<file path="config.mk">
export PLATFORM = sky130hd
export DESIGN_NAME = uart_rx
export DESIGN_NICKNAME = d
export VERILOG_FILES = /design/src/rtl/uart_pkg.sv /design/src/rtl/uart_rx_data_sampler.sv /design/src/rtl/uart_rx.sv
export SDC_FILE = /design/constraint.sdc
export NUM_CORES = 1
export LEC_CHECK = 0
export ABC_CLOCK_PERIOD_IN_PS = 5200
export BUFFER_PORTS_ARGS = -buffer_cell sky130_fd_sc_hd__buf_2
export CORE_ASPECT_RATIO = 0.75
export CORE_MARGIN = 3
export CORE_UTILIZATION = 64
export DETAILED_ROUTE_END_ITERATION = 16
export GPL_TIMING_DRIVEN = 0
export PLACE_DENSITY = 0.89
export REMOVE_ABC_BUFFERS = 1
export SLEW_MARGIN = 20
export SYNTH_ARGS = -nofsm -noshare
export SYNTH_HDL_FRONTEND = slang
export SYNTH_SLANG_ARGS = --single-unit
</file>
<file path="constraint.sdc">
create_clock -name CLK -period 5.2 [get_ports CLK]
set_input_delay 0.26 -clock CLK [delete_from_list [all_inputs] [get_ports CLK]]
set_output_delay 0.26 -clock CLK [all_outputs]
set_load 0.02 [all_outputs]
</file>
<file path="src/rtl/uart_pkg.sv">
// Shared definitions for the UART receiver: FSM encoding, legal oversampling
// ratios and the default word width.
package uart_pkg;

  localparam int DATA_WIDTH_DEF = 8;

  localparam logic [5:0] PRESCALE_8  = 6'd8;
  localparam logic [5:0] PRESCALE_16 = 6'd16;
  localparam logic [5:0] PRESCALE_32 = 6'd32;

  localparam logic [2:0] ST_IDLE   = 3'd0;
  localparam logic [2:0] ST_START  = 3'd1;
  localparam logic [2:0] ST_DATA   = 3'd2;
  localparam logic [2:0] ST_PARITY = 3'd3;
  localparam logic [2:0] ST_STOP   = 3'd4;

  function automatic logic is_legal_prescale(input logic [5:0] p);
    return (p == PRESCALE_8) || (p == PRESCALE_16) || (p == PRESCALE_32);
  endfunction

endpackage

</file>
<file path="src/rtl/uart_rx_data_sampler.sv">
// Per-bit oversampling counter and three-point majority vote around mid-bit.
module uart_rx_data_sampler (
  input  logic       CLK,
  input  logic       RST,
  input  logic       RX_IN,
  input  logic [5:0] prescale,
  input  logic       cnt_clr,
  output logic       bit_value,
  output logic       sample_tick,
  output logic       bit_done
);

  logic [5:0] edge_cnt;
  logic [5:0] half;
  logic       s0;
  logic       s1;

  assign half        = {1'b0, prescale[5:1]};
  assign sample_tick = (edge_cnt == half + 6'd1);
  assign bit_done    = (edge_cnt == prescale - 6'd1);
  // The third vote is the live line value, so the result is usable on the tick itself.
  assign bit_value   = (s0 & s1) | (s0 & RX_IN) | (s1 & RX_IN);

  // NOTE: sequential state uses non-blocking assignments so every register
  // samples pre-edge values, independent of statement order.
  always_ff @(posedge CLK or negedge RST) begin
    if (!RST) begin
      edge_cnt <= '0;
      s0       <= 1'b1;
      s1       <= 1'b1;
    end else begin
      if (cnt_clr || bit_done) edge_cnt <= '0;
      else                     edge_cnt <= edge_cnt + 6'd1;
      if (edge_cnt == half - 6'd1) s0 <= RX_IN;
      if (edge_cnt == half)        s1 <= RX_IN;
    end
  end

endmodule

</file>
<file path="src/rtl/uart_rx.sv">
// UART receiver top: frame FSM, deserializer, parity and stop checking.
module uart_rx
  import uart_pkg::*;
#(
  parameter int Data_width = DATA_WIDTH_DEF
) (
  input  logic                  CLK,
  input  logic                  RST,
  input  logic                  RX_IN,
  input  logic [5:0]            Prescale,
  input  logic                  PAR_EN,
  input  logic                  PAR_TYP,
  output logic [Data_width-1:0] P_DATA,
  output logic                  data_valid,
  output logic                  parity_error,
  output logic                  stop_error
);

  localparam int BCW = (Data_width > 1) ? $clog2(Data_width) : 1;

  logic [2:0]            state, state_nxt;
  logic [BCW-1:0]        bit_cnt;
  logic [Data_width-1:0] shift_reg;
  logic [5:0]            prescale_q;
  logic                  par_en_q, par_typ_q;
  logic                  par_flag, stop_bit;
  logic                  bit_value, sample_tick, bit_done;
  logic                  last_bit, start_det, cnt_clr;

  assign last_bit  = (bit_cnt == BCW'(Data_width - 1));
  assign start_det = !RX_IN && ((state == ST_IDLE) || (state == ST_STOP && bit_done));
  // Holding the counter at 0 in IDLE makes edge_cnt = 0 on the first START cycle.
  assign cnt_clr   = (state == ST_IDLE) || (state_nxt == ST_IDLE);

  uart_rx_data_sampler u_sampler (
    .CLK        (CLK),
    .RST        (RST),
    .RX_IN      (RX_IN),
    .prescale   (prescale_q),
    .cnt_clr    (cnt_clr),
    .bit_value  (bit_value),
    .sample_tick(sample_tick),
    .bit_done   (bit_done)
  );

  // NOTE: the default assignment first keeps every path assigned, so no latch is inferred.
  always_comb begin
    state_nxt = state;
    case (state)
      ST_IDLE:   if (!RX_IN) state_nxt = ST_START;
      ST_START: begin
        if (sample_tick && bit_value) state_nxt = ST_IDLE;
        else if (bit_done)            state_nxt = ST_DATA;
      end
      ST_DATA:   if (bit_done && last_bit) state_nxt = par_en_q ? ST_PARITY : ST_STOP;
      ST_PARITY: if (bit_done) state_nxt = ST_STOP;
      ST_STOP:   if (bit_done) state_nxt = RX_IN ? ST_IDLE : ST_START;
      default:   state_nxt = ST_IDLE;
    endcase
  end

  always_ff @(posedge CLK or negedge RST) begin
    if (!RST) begin
      state        <= ST_IDLE;
      bit_cnt      <= '0;
      shift_reg    <= '0;
      prescale_q   <= PRESCALE_8;
      par_en_q     <= 1'b0;
      par_typ_q    <= 1'b0;
      par_flag     <= 1'b0;
      stop_bit     <= 1'b1;
      P_DATA       <= '0;
      data_valid   <= 1'b0;
      parity_error <= 1'b0;
      stop_error   <= 1'b0;
    end else begin
      state        <= state_nxt;
      data_valid   <= 1'b0;
      parity_error <= 1'b0;
      stop_error   <= 1'b0;

      // An illegal ratio falls back to 8 so the counters always wrap in range.
      if (start_det) begin
        prescale_q <= is_legal_prescale(Prescale) ? Prescale : PRESCALE_8;
        par_en_q   <= PAR_EN;
        par_typ_q  <= PAR_TYP;
        par_flag   <= 1'b0;
        bit_cnt    <= '0;
      end

      if (state == ST_DATA) begin
        if (sample_tick) shift_reg <= {bit_value, shift_reg[Data_width-1:1]};
        if (bit_done)    bit_cnt   <= last_bit ? '0 : bit_cnt + 1'b1;
      end

      if (state == ST_PARITY && sample_tick)
        par_flag <= (bit_value != ((^shift_reg) ^ par_typ_q));

      if (state == ST_STOP && sample_tick) stop_bit <= bit_value;

      if (state == ST_STOP && bit_done) begin
        if (par_flag)      parity_error <= 1'b1;
        else if (!stop_bit) stop_error  <= 1'b1;
        else begin
          P_DATA     <= shift_reg;
          data_valid <= 1'b1;
        end
      end
    end
  end

endmodule

</file>
==> out/results.txt <==
Status: finished clean
Global Route met1 Usage: 0.306
Final Non-Filler Cells: 293
Synth Area in Adders: 0.0398
Iter 0 DRT Violations: 96
ANT cells: 0
First-pass GRT wire length: 8070 um
Number of synthesized register bits: 43
Initial antenna violation count: 0
Post-Synth XOR/XNOR Area: 0.107
Crit-path cells: inv_1 -> ha_1 -> xnor2_1 -> nand2b_1 -> a311oi_1 -> nand2_1 -> nor2_4 -> mux2_1
Final WL: 4720 um
DRC Markers: 0
Worst hold slack: 0.100 ns
Max incr delay on CP: 0.48 ns
Psw: 455 uW
Fin Clk Skew: 0.00704 ns
Largest net degree at the start of global routing: 44
Netlist cell types: 48
IO Pins: 22
Fillers: 239
Clk_lat worst skew: 0.29 ns
Area Overhead vs Synth: 10.7%
Rows: 18
Top-count cell post-synth: dfrtp_1
Via count: 1704
Final hold viol count: 0
WL per Instance: 16.1 um
Hold-fix buffers, CTS: 0
Sink Count: 43
1st-pass router iterations: 4
Internal power: 810 uW
Pleak: 1.28 nW
Die Span X: 77.5 um
Synth Area in Compound Gates: 0.105
Post-synth EDFFs: 0
Fin. max-slew vios: 0
Via density: 5.82
Mapped Area: 0.00245 mm^2
Setup Fix Bufs, Post-CTS: 0
Worst EP required: 5.36 ns
Grt ovf: 0
Post-CTS sizing: 0
Asr flop ratio synth: 1.00
Initial Utilization: 0.707
Final ANT Viol Nets: 0
Synth area leader: dfrtp_1
Max_slew headroom: 0.393
PD cells: 466 mW/mm^2
Buffers & Inverters on Critical Path: 1
Final net count: 260
Port bufs: 21
CTS Buf Count: 5
Placed insts: 285
Area of the multi-input gates: 0.00129 mm^2
Flop pwr share: 0.398
CP Capture Type: register
Net Sw Frac: 0.360
Logic pwr share: 0.364
GRT Total Usage: 0.229
Die H: 59.6 um
Reg area: 0.00108 mm^2
Peak supply drop: 0.000269 V
Largest family of logic cells by synthesized area: simple AND/OR/NAND/NOR gates
Vias in the first global route: 1708
Syn avg cell area: 11.1 um^2
DIE AREA: 0.00462 mm^2
HPWL Detailed: 3360 um
Post-Synthesis Cells: 221
Min-Delay Path Class: input pin to async pin
Top cells by count, synth: 39 x dfrtp_1, 23 x nor2_1, 21 x xnor2_1
Synth warn: 0
Synth Area in Simple Gates: 0.147
Actual slew at the worst max-slew pin: 0.911 ns
Clock share of power: 0.237
CP Launch Type: register
Post-route setup TNS: 0 ns
RSZ-0062 raised after global routing: no
Minimum clock period: 2.65 ns
GR Layer Usage met2: 0.363
Share of cells above drive strength 1: 0.255
Worst-path maximum fanout: 8
CTS tree: built
Max-cap violations: 0
Fin crit share: 0.510
Final Core Density: 0.782
Yosys top cell area share: 0.398
Portion of netlist area occupied by mux cells: 0.128
Final Wtd Congestion: 0.892
Max Clk Rate: 377 MHz
Main synth FF type: dfrtp_1
Top cells by area, synth: dfrtp_1 40%, xnor2_1 7.5%, mux2_4 7.3%, dfstp_2 4.3%, mux2_2 3.7%
WP data arrival: 2.82 ns
GR peak layer: met2
Sequential area share after synthesis: 0.441
Clock Path Buffers: 2
Clock transition at the registers of the reported paths: 0.08 ns
Core area: 0.00347 mm^2
Slowest stage cell, crit path: dfrtp_1
Max H-tree Level: 2
Family with the most delay on the worst path: simple AND/OR/NAND/NOR gates
Kind of critical path: register to register
Final number of setup-violating endpoints: 0
Clock root buffer master: clkbuf_8
Met3 Resource Use GR: 0.0532
layer usage:
| metal | wire, um | share of wire |
|---|---|---|
| met1 | 2200 | 0.47 |
| met2 | 2140 | 0.45 |
| met3 | 291 | 0.062 |
| met4 | 84 | 0.018 |
| met5 | 0 | 0 |
power groups by stage:
| stage | logic (mW) | registers (mW) | clock network (mW) |
|---|---|---|---|
| after global routing | 0.504 | 0.514 | 0.317 |
| after floorplan | 0.379 | 0.475 | 0 |
| after CTS | 0.459 | 0.500 | 0.307 |
| final | 0.461 | 0.504 | 0.300 |
| after global placement | 0.436 | 0.498 | 0 |
| after detailed placement | 0.453 | 0.503 | 0 |
metrics by stage:
step	cell area, um^2	worst slack [ns]	total power [mW]
after floorplan	2410	2.90	0.854
final	2710	2.55	1.27
after detailed placement	2580	2.56	0.956
after CTS	2710	2.56	1.27
after global routing	2710	2.38	1.34
after global placement	2580	2.65	0.934
layout by cell type (no fill, tap or decap), types with 5 or more instances in the layout:
master and count:
ha_1 7, mux2_2 8, inv_1 11, nor3_1 5, nor2_1 23, mux2_4 12
nand2_1 12, nand3_1 8, xnor2_1 21, dfrtp_1 39, o21ai_0 7, xor2_1 7
nand2b_1 5, a21oi_1 5, clkbuf_8 5, buf_2 21
kinds of logic after synthesis:
family	count (synthesis)
XOR/XNOR	29
flip-flops	43
buffers and inverters	18
multiplexers	24
adder cells (fa/ha/maj)	8
AND/OR/NAND/NOR	68
AO/OA/AOI/OAI	31
layout make-up:
cell class / count / share of cell area
clock inverter: 2 / 0.0221
timing repair buffer: 21 / 0.0387
inverter: 11 / 0.0152
tap: 50 / 0.0231
clock buffer: 6 / 0.0267
multi-input combinational: 160 / 0.476
sequential: 43 / 0.398
final timing paths:
kind,from,to,slack [ns],depth (start not counted)
hold reg to reg,P_DATA[5],P_DATA[5],0.51,1
hold / removal,RST,P_DATA[5],0.1,1
min in group CLK,PAR_TYP,par_typ_q,0.19,2
max in group asynchronous,RST,prescale_q[2],4.53,1
setup reg to reg,prescale_q[2],shift_reg[6],2.55,8
setup / recovery,prescale_q[2],shift_reg[6],2.55,8
Power figures use the tool's default switching activity.
